**src/rtl/bh_prg_loader_pkg.sv**
```systemverilog
// Shared constants for the brainhack program loader: opcodes, error codes,
// source characters, terminators and loader FSM states.
package bh_prg_loader_pkg;

  localparam int unsigned OPCODE_W      = 3;
  localparam int unsigned ERR_W         = 2;
  localparam int unsigned DEF_ADDR_W    = 10;
  localparam int unsigned DEF_INSTR_W   = 3;
  localparam int unsigned DEF_DEPTH_W   = 4;

  localparam logic [OPCODE_W-1:0] OP_INC_TP   = 3'b000;
  localparam logic [OPCODE_W-1:0] OP_DEC_TP   = 3'b001;
  localparam logic [OPCODE_W-1:0] OP_INC_DATA = 3'b010;
  localparam logic [OPCODE_W-1:0] OP_DEC_DATA = 3'b011;
  localparam logic [OPCODE_W-1:0] OP_OUT      = 3'b100;
  localparam logic [OPCODE_W-1:0] OP_IN       = 3'b101;
  localparam logic [OPCODE_W-1:0] OP_LOOP_BEG = 3'b110;
  localparam logic [OPCODE_W-1:0] OP_LOOP_END = 3'b111;

  localparam logic [7:0] CH_INC_TP   = 8'h3E; // '>'
  localparam logic [7:0] CH_DEC_TP   = 8'h3C; // '<'
  localparam logic [7:0] CH_INC_DATA = 8'h2B; // '+'
  localparam logic [7:0] CH_DEC_DATA = 8'h2D; // '-'
  localparam logic [7:0] CH_OUT      = 8'h2E; // '.'
  localparam logic [7:0] CH_IN       = 8'h2C; // ','
  localparam logic [7:0] CH_LOOP_BEG = 8'h5B; // '['
  localparam logic [7:0] CH_LOOP_END = 8'h5D; // ']'
  localparam logic [7:0] TERM_NUL    = 8'h00;
  localparam logic [7:0] TERM_BANG   = 8'h21; // '!'

  localparam logic [ERR_W-1:0] ERR_NONE      = 2'b00;
  localparam logic [ERR_W-1:0] ERR_UNMATCHED = 2'b01;
  localparam logic [ERR_W-1:0] ERR_UNCLOSED  = 2'b10;
  localparam logic [ERR_W-1:0] ERR_CAPACITY  = 2'b11;

  typedef enum logic [1:0] {
    ST_IDLE  = 2'd0,
    ST_LOAD  = 2'd1,
    ST_DONE  = 2'd2,
    ST_ERROR = 2'd3
  } state_e;

endpackage

```
**src/rtl/bh_char_decoder.sv**
```systemverilog
// Combinational source-byte classifier: command flag, terminator flag and
// the instruction opcode for the eight brainfuck command characters.
module bh_char_decoder
  import bh_prg_loader_pkg::*;
(
  input  logic [7:0]          i_byte,
  output logic                o_is_cmd,
  output logic                o_is_term,
  output logic [OPCODE_W-1:0] o_opcode
);

  always_comb begin
    o_is_cmd  = 1'b1;
    o_is_term = 1'b0;
    o_opcode  = OP_INC_TP;
    case (i_byte)
      CH_INC_TP:   o_opcode = OP_INC_TP;
      CH_DEC_TP:   o_opcode = OP_DEC_TP;
      CH_INC_DATA: o_opcode = OP_INC_DATA;
      CH_DEC_DATA: o_opcode = OP_DEC_DATA;
      CH_OUT:      o_opcode = OP_OUT;
      CH_IN:       o_opcode = OP_IN;
      CH_LOOP_BEG: o_opcode = OP_LOOP_BEG;
      CH_LOOP_END: o_opcode = OP_LOOP_END;
      TERM_NUL, TERM_BANG: begin
        o_is_cmd  = 1'b0;
        o_is_term = 1'b1;
      end
      default:     o_is_cmd = 1'b0;
    endcase
  end

endmodule

```
**src/rtl/bh_prg_loader.sv**
```systemverilog
// Program loader: filters and encodes a brainfuck source byte stream into
// program memory, checking bracket balance and capacity while holding the core.
module bh_prg_loader
  import bh_prg_loader_pkg::*;
#(
  parameter int unsigned ADDR_WIDTH  = DEF_ADDR_W,
  parameter int unsigned INSTR_WIDTH = DEF_INSTR_W,
  parameter int unsigned DEPTH_WIDTH = DEF_DEPTH_W
) (
  input  logic                   i_clock,
  input  logic                   i_reset,
  input  logic                   i_start,
  input  logic                   i_rx_valid,
  input  logic [7:0]             i_rx_data,
  output logic                   o_rx_ready,
  output logic                   o_prgmem_in,
  output logic [ADDR_WIDTH-1:0]  o_prgmem_addr,
  output logic [INSTR_WIDTH-1:0] o_prgmem_data,
  output logic [ADDR_WIDTH:0]    o_prg_length,
  output logic                   o_busy,
  output logic                   o_done,
  output logic                   o_error,
  output logic [ERR_W-1:0]       o_error_code,
  output logic                   o_cpu_hold
);

  localparam int unsigned PTR_W = ADDR_WIDTH + 1;
  localparam logic [PTR_W-1:0]       PTR_FULL  = {1'b1, {ADDR_WIDTH{1'b0}}};
  localparam logic [DEPTH_WIDTH-1:0] DEPTH_MAX = '1;

  state_e                  state_q, state_d;
  logic [PTR_W-1:0]        ptr_q, ptr_d;
  logic [DEPTH_WIDTH-1:0]  depth_q, depth_d;
  logic [ERR_W-1:0]        err_q, err_d;
  logic                    wr_q, wr_d;
  logic [ADDR_WIDTH-1:0]   waddr_q, waddr_d;
  logic [INSTR_WIDTH-1:0]  wdata_q, wdata_d;
  logic                    hold_q, hold_d;
  logic                    ready_q, busy_q, done_q, error_q;

  logic                    is_cmd, is_term;
  logic [OPCODE_W-1:0]     opcode;

  bh_char_decoder u_dec (
    .i_byte    (i_rx_data),
    .o_is_cmd  (is_cmd),
    .o_is_term (is_term),
    .o_opcode  (opcode)
  );

  // Next-state: error checks are evaluated before any write is scheduled.
  always_comb begin
    state_d = state_q;
    ptr_d   = ptr_q;
    depth_d = depth_q;
    err_d   = err_q;
    wr_d    = 1'b0;
    waddr_d = waddr_q;
    wdata_d = wdata_q;
    hold_d  = hold_q;
    case (state_q)
      ST_IDLE, ST_DONE, ST_ERROR: begin
        if (i_start) begin
          state_d = ST_LOAD;
          ptr_d   = '0;
          depth_d = '0;
          err_d   = ERR_NONE;
          hold_d  = 1'b1;
        end
      end
      ST_LOAD: begin
        if (i_rx_valid) begin
          if (is_term) begin
            if (depth_q == '0) begin
              state_d = ST_DONE;
              hold_d  = 1'b0;
            end else begin
              state_d = ST_ERROR;
              err_d   = ERR_UNCLOSED;
            end
          end else if (is_cmd) begin
            if (opcode == OP_LOOP_END && depth_q == '0) begin
              state_d = ST_ERROR;
              err_d   = ERR_UNMATCHED;
            end else if ((opcode == OP_LOOP_BEG && depth_q == DEPTH_MAX) ||
                         ptr_q == PTR_FULL) begin
              state_d = ST_ERROR;
              err_d   = ERR_CAPACITY;
            end else begin
              wr_d    = 1'b1;
              waddr_d = ptr_q[ADDR_WIDTH-1:0];
              wdata_d = INSTR_WIDTH'(opcode);
              ptr_d   = ptr_q + PTR_W'(1);
              if (opcode == OP_LOOP_BEG) begin
                depth_d = depth_q + DEPTH_WIDTH'(1);
              end else if (opcode == OP_LOOP_END) begin
                depth_d = depth_q - DEPTH_WIDTH'(1);
              end
            end
          end
        end
      end
      default: state_d = ST_IDLE;
    endcase
  end

  always_ff @(posedge i_clock or posedge i_reset) begin
    if (i_reset) begin
      state_q <= ST_IDLE;
      ptr_q   <= '0;
      depth_q <= '0;
      err_q   <= ERR_NONE;
      wr_q    <= 1'b0;
      waddr_q <= '0;
      wdata_q <= '0;
      hold_q  <= 1'b1;
      ready_q <= 1'b0;
      busy_q  <= 1'b0;
      done_q  <= 1'b0;
      error_q <= 1'b0;
    end else begin
      state_q <= state_d;
      ptr_q   <= ptr_d;
      depth_q <= depth_d;
      err_q   <= err_d;
      wr_q    <= wr_d;
      waddr_q <= waddr_d;
      wdata_q <= wdata_d;
      hold_q  <= hold_d;
      ready_q <= (state_d == ST_LOAD);
      busy_q  <= (state_d == ST_LOAD);
      done_q  <= (state_d == ST_DONE);
      error_q <= (state_d == ST_ERROR);
    end
  end

  assign o_rx_ready    = ready_q;
  assign o_prgmem_in   = wr_q;
  assign o_prgmem_addr = waddr_q;
  assign o_prgmem_data = wdata_q;
  assign o_prg_length  = ptr_q;
  assign o_busy        = busy_q;
  assign o_done        = done_q;
  assign o_error       = error_q;
  assign o_error_code  = err_q;
  assign o_cpu_hold    = hold_q;

endmodule

```
**config.mk**
```make
export PLATFORM = sky130hd
export DESIGN_NAME = bh_prg_loader
export DESIGN_NICKNAME = d
export VERILOG_FILES = /design/src/rtl/bh_prg_loader_pkg.sv /design/src/rtl/bh_char_decoder.sv /design/src/rtl/bh_prg_loader.sv
export SDC_FILE = /design/constraint.sdc
export NUM_CORES = 1
export LEC_CHECK = 0
export CORE_AREA = 2 2 71 73
export CTS_CLUSTER_DIAMETER = 80
export DETAILED_ROUTE_END_ITERATION = 8
export DIE_AREA = 0 0 73 75
export PLACE_DENSITY_LB_ADDON = 0.12
export SLEW_MARGIN = 40
export SYNTH_ARGS = -nofsm -noshare
export SYNTH_HDL_FRONTEND = slang
export SYNTH_SLANG_ARGS = --single-unit
```
**constraint.sdc**
```tcl
create_clock -name i_clock -period 4.05 [get_ports i_clock]
set_clock_uncertainty 0.05 [all_clocks]
set_input_delay 0.6075 -clock i_clock [delete_from_list [all_inputs] [get_ports i_clock]]
set_output_delay 0.6075 -clock i_clock [all_outputs]
set_load 0.005 [all_outputs]
```
; Word level (Yosys, flattened, before mapping)
; Index checks and enable logic that the tools add are counted.
[totals]
latch_bits = 0
ramBits = 0
register_bits = 37
mem_count = 0
input_bits = 12
out_inout_bits = 32
rom_bits = 0
[op_classes]
n_div = 0
muxes = 46
add_sub_neg = 3
n_shift = 0
mul = 0
bitwise = 3
n_eq_ne = 31
n_reduce_logical = 14
n_lt_le_gt_ge = 0
[ops]
columns = op, count
row1 = two-way mux 11 bit, 6
row2 = equality test 8 x 6 -> 1 bit (second input constant), 7
row3 = two-way mux 4 bit, 8
row4 = two-way mux 2 bit, 13
row5 = case mux 11 bit (2 select lines), 1
row6 = case mux 3 bit (7 select lines), 1
row7 = equality test 8 x 7 -> 1 bit (second input constant), 2
row8 = inequality test 2 bit (second input constant), 8
row9 = two-way mux 1 bit, 13
row10 = AND reduction 6 bit, 2
row11 = adder 11 x 1 -> 11 bit (second input constant), 1
row12 = equality test 11 bit (second input constant), 1
row13 = inequality test 3 bit (second input constant), 3
row14 = equality test 2 bit (second input constant), 4
row15 = logical NOT 8 bit, 1
row16 = case mux 2 bit (2 select lines), 2
row17 = case mux 4 bit (2 select lines), 1
row18 = OR reduction 8 bit, 1
row19 = AND reduction 7 bit, 1
row20 = equality test 3 bit (second input constant), 2
row21 = AND reduction 5 bit, 1
row22 = adder 4 x 1 -> 4 bit (second input constant), 1
row23 = equality test 2 x 1 -> 1 bit (second input constant), 2
row24 = equality test 4 bit (second input constant), 1
row25 = 11 further kinds, 14

; Logic depth before layout (Yosys ltp)
; Gate-level depths: netlist (run 1).
[logic_depth]
ltp_word = 12
mapped_depth = 11
depth_no_buf = 9

; By module
; A second synthesis (run 1) with hierarchy kept.
[hier_totals]
cells_unflattened = 190
area_unflattened_um2 = 2077.0
[modules_own_cells]
columns = module, area_each_um2, cells_each, n_inst
row1 = bh_prg_loader, 1954.4, 173, 1
row2 = bh_char_decoder, 122.6, 17, 1

; Worst setup path before layout (run 1)
; No wires, ideal clock.
[synth_path]
path_type = in2reg
from = input i_rx_data[6]
to = register depth_q[0]
stages = 6
n_path_buf = 0
setup_time_ns = 0.125
arrival_ns = 2.629
setup_slack_ns = 1.245
cell_sequence = or3b_1 > or4_4 > and2_4 > or4b_4 > a21o_1 > mux2_4
[synth_via]
elab_chain_len = 10
word_cells_on_any_way = 33
classes_between = 16 x eq/ne / 10 x mux / 7 x reduce/logical
[synth_rtl]
columns = element, line_no
row1 = from (decl), bh_prg_loader.sv:14  ; input logic [7:0] i_rx_data,
row2 = equality test 8 x 7 -> 1 bit / equality test 8 x 6 -> 1 bit (equally long branches), bh_char_decoder.sv:16  ; case (i_byte)
row3 = case mux 3 bit (7 select lines), bh_char_decoder.sv:16
row4 = equality test 3 bit, "bh_prg_loader.sv:85, bh_prg_loader.sv:94"
row5 = two-way mux 4 bit, bh_prg_loader.sv:94  ; if (opcode == OP_LOOP_BEG) begin
row6 = two-way mux 4 bit, bh_prg_loader.sv:85  ; end else if ((opcode == OP_LOOP_BEG && depth_q == DEPTH_MAX) ||
row7 = two-way mux 4 bit, bh_prg_loader.sv:82  ; if (opcode == OP_LOOP_END && depth_q == '0) begin
row8 = two-way mux 4 bit, bh_prg_loader.sv:81  ; end else if (is_cmd) begin
row9 = two-way mux 4 bit, bh_prg_loader.sv:73  ; if (is_term) begin
row10 = two-way mux 4 bit, bh_prg_loader.sv:72  ; if (i_rx_valid) begin
row11 = case mux 4 bit (2 select lines), bh_prg_loader.sv:61  ; case (state_q)
row12 = to (signal assigned), bh_prg_loader.sv:124  ; depth_q <= depth_d;
row13 = to (decl), bh_prg_loader.sv:33  ; logic [DEPTH_WIDTH-1:0] depth_q, depth_d;
; Parallel ways exist; a longest one is shown, timed or not. The select of a mux whose other input is x is not followed.
; A chain may end at the register's enable or synchronous reset.

; Final worst setup path (run 1)
[layout_path]
from = input i_rx_data[4]
to = register ptr_q[4], in the netlist o_prg_length[4]
[layout_via]
elab_chain_len = 7
word_cells_on_any_way = 25
classes_between = 15 x eq/ne / 3 x mux / 7 x reduce/logical
[layout_rtl]
columns = element, line_no
row1 = equality test 8 x 7 -> 1 bit / equality test 8 x 6 -> 1 bit (equally long branches), bh_char_decoder.sv:16
row2 = case mux 3 bit (7 select lines), bh_char_decoder.sv:16
row3 = equality test 3 bit, bh_prg_loader.sv:85
row4 = logical AND 1 bit, bh_prg_loader.sv:85
row5 = logical OR 1 bit, bh_prg_loader.sv:85
row6 = inequality test 2 bit (no line), n/a
row7 = AND reduction 6 bit (no line) *, n/a
row8 = to (signal assigned), bh_prg_loader.sv:123  ; ptr_q <= ptr_d;
row9 = to (decl), bh_prg_loader.sv:32  ; logic [PTR_W-1:0] ptr_q, ptr_d;
; Mark *: on every way between the ends. The rest lies on a longest branch, timed or not.

==> results of run 1 <==
per-layer routing:
metal  up-vias  share of wire  track usage
met5         -              0            0
met4         0          0.015      0.06379
met3         7          0.058      0.05622
met2        58           0.44       0.2673
met1       818           0.49       0.2426
li1        855              -            -
through the flow:
step,utilization,setup slack (ns),instance area [sq um],hold slack [ns]
global route,0.5568,0.7179,2595,0.4371
global placement,0.5337,0.6498,2487,0.3997
CTS,0.5568,0.9059,2595,0.4118
detailed placement,0.5337,0.5927,2487,0.4014
floorplan,-,1.245,2006,0.3982
finish,0.5568,0.8866,2595,0.4100
state kept, by name, summed over array words and instances, names as in the netlist:
| register | count |
|---|---|
| depth_q | 4 |
| o_busy | 1 |
| o_cpu_hold | 1 |
| o_done | 1 |
| o_error | 1 |
| o_error_code | 2 |
| o_prg_length | 11 |
| o_prgmem_addr | 10 |
| o_prgmem_data | 3 |
| o_prgmem_in | 1 |
| state_q | 2 |
worst min-delay path by stage:
stage | cells after the start | endpoint | start
after floorplan | 2 | o_cpu_hold$_DFFE_PP1P_ | o_cpu_hold$_DFFE_PP1P_
after detailed placement | 2 | o_cpu_hold$_DFFE_PP1P_ | o_cpu_hold$_DFFE_PP1P_
final | 2 | o_cpu_hold$_DFFE_PP1P_ | o_cpu_hold$_DFFE_PP1P_
after global placement | 2 | o_cpu_hold$_DFFE_PP1P_ | o_cpu_hold$_DFFE_PP1P_
after global routing | 2 | o_cpu_hold$_DFFE_PP1P_ | o_cpu_hold$_DFFE_PP1P_
after CTS | 2 | o_cpu_hold$_DFFE_PP1P_ | o_cpu_hold$_DFFE_PP1P_
placed cells by master (no fill, tap or decap), types with 3 or more instances in the layout:
master / netlist / layout
clkdlybuf4s50_1: 0 / 43
dfrtp_1: 36 / 36
o21ai_0: 19 / 19
nand2_1: 17 / 17
a21oi_1: 14 / 14
inv_1: 14 / 13
or3_1: 12 / 12
nor2_1: 12 / 12
nand3_1: 12 / 12
mux2_2: 6 / 6
clkbuf_8: 0 / 5
xnor2_1: 4 / 4
nor4_1: 4 / 4
ha_1: 4 / 4
and2_1: 3 / 3
and3_1: 3 / 3
a21o_1: 3 / 3
nand4_1: 3 / 3
buf_4: 2 / 3
worst max-delay path, cell delays in order:
cell	delay, ns
clkdlybuf4s50_1	0.52
or3b_2	0.50
a21oi_1	0.28
a21oi_1	0.16
or3_1	0.48
buf_4	0.26
or3_1	0.36
a21oi_1	0.16
cell families (layout without fill, tap and decap cells):
group / count (synthesis) / after routing
fa+ha+maj: 5 / 5
compound gates: 50 / 50
buf+inv: 21 / 68
flops: 37 / 37
simple gates: 86 / 86
xor+xnor: 4 / 4
mux: 7 / 7
layout make-up:
type,instances,area (sq um)
Tap cell,54,67.56
Inverter,14,52.55
Multi-Input combinational cell,152,987.2
Timing Repair Buffer,46,452.9
Clock buffer,6,72.57
Clock inverter,2,35.03
Sequential cell,37,927.1
Fill cell,425,2066
power by group:
group,internal [uW],switching (uW),leakage (uW)
Combinational,54.6,48.0,0.000544
Clock,183,132,0.0000552
Sequential,384,14.2,0.000495
==> results by group, run 1 <==
Run status
  – Status: complete, no violations

Finish
  – Synth-to-layout area growth: 29.38%
  – Ant diodes: 0
  – Share of cells above drive strength 1: 0.1012
  – Final Non-Filler Cells: 311
  – Layout Nets: 273

Worst setup path
  – Worst R2R Start: depth_q[3]$_DFFE_PP0P_
  – Crit end category: flop
  – Critical Path RT: 4.22 ns
  – Worst Setup SP: i_rx_data[4]
  – End of the critical path: o_prg_length[4]$_DFFE_PP0P_
  – Max FO, Critical Path: 29
  – CP startpoint kind: input port
  – R2R setup slack: 1.19 ns
  – Critical path arrival: 3.34 ns
  – Worst R2R End: o_prgmem_addr[7]$_DFFE_PP0P_
  – Critical path class: input port to flop
  – FF-to-FF path depth: 6

Detailed routing
  – Drt initial violations: 138
  – Pre-antenna DRT Iters: 4
  – DR vias/cell: 5.588
  – Final ANT Viol Nets: 0
  – Vias: 1738
  – DRC violations left: 0
  – Routed WL: 4410 microns
  – WL/cell: 14.18 microns

Die
  – Die Span X: 73 microns
  – Die area: 5475 sq um
  – Starting Density: 0.4303
  – Core Region: 4661 sq um
  – Die H: 75 microns
  – Rows: 25
  – IO Pins: 44

Clock network
  – Cts hold-fix bufs: 0
  – Worst skew pair latency: 0.30 ns
  – CTS Buf Count: 5
  – CTS tree: built
  – Max H-tree Level: 2
  – Post-cts repair resize count: 0
  – Bufs on Longest Clock Path: 2
  – Clk slew on worst S/H paths: 0.08 ns
  – CTS sink count: 37
  – CTS root buf: clkbuf_8
  – Post-CTS Setup Bufs: 0

Yosys
  – Synthesized cell area: 2006 sq um
  – Post-synth EDFFs: 0
  – Area contributors post-synth: dfrtp_1 45%, o21ai_0 4.7%, or3_1 3.7%
  – Syn_nets: 227
  – Yosys top cell by area: dfrtp_1
  – Mapped Cells: 210
  – Synth Area in Simple Gates: 0.2464
  – Synthesized area per cell: 9.551 sq um
  – XOR/XNOR Fraction of Synth Area: 0.01747
  – Multiplexer share of the synthesized area: 0.04117
  – #FFs+latches synth: 37
  – Synth top cells by count: 36 x dfrtp_1, 19 x o21ai_0, 17 x nand2_1
  – Largest family of logic cells by synthesized area: simple AND/OR/NAND/NOR gates
  – Compound-gate portion of the synthesized area: 0.1522
  – Asr flop ratio synth: 1.000
  – Register area share after synthesis: 0.4623
  – Yosys top cell area share: 0.4492
  – Post-synthesis adder-cell area fraction: 0.03493
  – Yosys warns: 0
  – Top-count cell post-synth: dfrtp_1
  – Top_reg_cell synth: dfrtp_1
  – Synth cell types: 48

Global routing
  – Vias in the first global route: 1609
  – Grt ovf: 0
  – GRT Overall Usage: 0.1778
  – First-pass GRT wire length: 7486 microns
  – Initial antenna violation count: 0
  – Largest net degree at the start of global routing: 30

Pwr
  – Max VDD drop: 0.1687 mV
  – PD cells: 314.5 nW/um^2
  – Pwr Total: 816.1 uW
  – Leakage Power: 0.001095 uW

Timing
  – Min Tclk post-route: 3.163 ns
  – Final hold violations: 0
  – Slew Limit Headroom: 0.5259
  – Unrepaired setup endpoints after global routing: no
  – Setup total negative slack: 0 ns
  – Period Utilization, post-route: 0.7811
  – Fmax: 316.1 MHz
  – Fin. max-slew vios: 0
  – Worst Max-Slew Pin Slew: 0.7086 ns
  – Final setup viols: 0

Run
  – Max_cap viols: 0

Hold path
  – Hold Crit Class: flop to flop

Placement
  – Routability cong.: 0.9025
  – DP HPWL: 3317 microns
  – Placed Cells: 303
  – Port buffer count: 43
Note: power is estimated with default switching activity, not from simulation.
==> inputs of run 2 (changes only) <==
Clock period 4.05 ns to 2.91 ns, I/O delays scaled along.
==> run 2 against run 1 <==
Sequential cell count is the same. Routed wire length grew 4.3%. Critical path depth shrank 1. Register-to-register slack lost 0.84 ns. Design area grew 6.8%. Die area is the same. Global-route usage grew 0.66 points. Clock-buffer cell count grew 1. Final cell count grew 7.1%. Clock power grew 23%. Non-clock buffer count grew 22. Via count grew 4.4%. Critical path type unchanged. Highest routed layer unchanged.
==> results by group, run 2 (same netlist as run 1, synthesis figures left out) <==
Finish
  – Final Non-Filler Cells: 333
  – Post-route cell area: 2773 sq um
  – Ant diodes: 0
  – Commonest non-fill, non-tap cell in the layout: clkdlybuf4s50_1
  – Share of cells above drive strength 1: 0.1756
  – Post-route core utilization: 0.5949
  – Max FFs per register: 11
  – Layout Nets: 295
  – Synth-to-layout area growth: 38.24%
  – Layout fillers: 411
  – Commonest cells after routing, fill and taps aside: 42 x clkdlybuf4s50_1, 36 x dfrtp_1, 24 x buf_4, 19 x o21ai_0, 17 x nand2_1

Clock network
  – CTS tree: built
  – Max H-tree Level: 2
  – CTS sink count: 37
  – CTS root buf: clkbuf_8
  – Bufs on Longest Clock Path: 2
  – Cts hold-fix bufs: 0
  – Clk slew on worst S/H paths: 0.07 ns
  – Worst skew pair latency: 0.29 ns
  – CTS Buf Count: 5

Worst setup path
  – Crit end category: flop
  – CP startpoint kind: input port
  – R2R setup slack: 0.35 ns
  – Critical path arrival: 2.95 ns
  – Max FO, Critical Path: 4
  – Critical path class: input port to flop
  – Critical Path RT: 3.03 ns

Global routing
  – GR Layer Usage met3: 0.04284
  – First-pass GRT wire length: 7741 microns
  – GRT Overall Usage: 0.1844
  – Routing usage on met2: 0.2703
  – Vias in the first global route: 1677
  – Grt peak-use layer: met2
  – Met1 Usage GRT: 0.2663
  – Initial antenna violation count: 0
  – Largest net degree at the start of global routing: 38
  – Grt ovf: 0

Die
  – IO Pins: 44
  – Starting Density: 0.4303
  – Die area: 5475 sq um
  – Rows: 25
  – Die Span X: 73 microns
  – Core Region: 4661 sq um
  – Die H: 75 microns

Detailed routing
  – Routed WL: 4600 microns
  – Final ANT Viol Nets: 0
  – Vias: 1815
  – DR vias/cell: 5.450
  – Pre-antenna DRT Iters: 4
  – DRC violations left: 0
  – Drt initial violations: 78
  – WL/cell: 13.81 microns

Timing
  – Fmax: 353.8 MHz
  – Worst Max-Slew Pin Slew: 0.4525 ns
  – Min Tclk post-route: 2.827 ns
  – Final hold violations: 0
  – Slew Limit Headroom: 0.6972
  – Period Utilization, post-route: 0.9714
  – Final setup viols: 0
  – Hold_ws: 0.4139 ns
  – Fin. max-slew vios: 0
  – Unrepaired setup endpoints after global routing: no

Pwr
  – Leakage Power: 0.001214 uW
  – Max VDD drop: 0.3368 mV
  – Pwr Total: 1097 uW
  – PD cells: 395.7 nW/um^2

Placement
  – Placed Area: 2665 sq um
  – DP HPWL: 3453 microns
  – Routability cong.: 0.8779
  – Placed Cells: 325
  – Port buffer count: 43

Run
  – Max_cap viols: 0

Hold path
  – Hold Crit Class: flop to flop

Run status
  – Status: complete, no violations
## run 2: worst max-delay path, stage by stage
cell and delay (ns):
clkdlybuf4s50_1 0.47, or3b_1 0.37, or4_4 0.49, and2_4 0.19, or4b_4 0.52, a21o_1 0.22, mux2_4 0.25
## run 2: path summary, 6_finish.rpt
| kind | startpoint | to | cells past startpoint |
|---|---|---|---|
| hold / removal | o_cpu_hold$_DFFE_PP1P_ | o_cpu_hold$_DFFE_PP1P_ | 2 |
| setup / recovery | i_rx_data[5] | depth_q[0]$_DFFE_PP0P_ | 7 |
| hold reg to reg | o_cpu_hold$_DFFE_PP1P_ | o_cpu_hold$_DFFE_PP1P_ | 2 |
| min in group asynchronous | i_reset | o_prgmem_addr[7]$_DFFE_PP0P_ | 3 |
| max in group asynchronous | i_reset | o_cpu_hold$_DFFE_PP1P_ | 3 |
| setup reg to reg | depth_q[0]$_DFFE_PP0P_ | o_prgmem_addr[9]$_DFFE_PP0P_ | 6 |
## run 2: power by group
group	switching (uW)	internal (uW)
registers	18.7	535
logic	70.0	85.9
clock network	174	214
total	262	835
## run 2: cell type report
| cell class | count | area (sq um) | share of cell area |
|---|---|---|---|
| sequential | 37 | 927.1 | 0.3344 |
| clock buffer | 7 | 96.34 | 0.03475 |
| inverter | 14 | 52.55 | 0.01895 |
| multi-input combinational | 152 | 991.0 | 0.3574 |
| timing repair buffer | 68 | 633.1 | 0.2283 |
| tap | 54 | 67.56 | 0.02437 |
| clock inverter | 1 | 5.005 | 0.001805 |
## run 2: per-layer routing
metal | up-vias | part of all wire
li1 | 898 | -
met1 | 857 | 0.50
met2 | 55 | 0.43
met3 | 5 | 0.057
met4 | 0 | 0.012
met5 | - | 0
## run 2: timing repair
item / in CTS / in global routing
gates resized for setup: 0 / 2
buffers inserted: 0 / 0
endpoints found under the setup margin: 0 / 2
## run 2: metrics by stage
| stage | setup TNS (ns) | worst slack [ns] |
|---|---|---|
| finish | 0 | 0.08334 |
| global route | 0 | 0.05336 |
| CTS | 0 | 0.06563 |
| detailed placement | -2.672 | -0.2393 |
| global placement | -2.226 | -0.2295 |
| floorplan | 0 | 0.2765 |
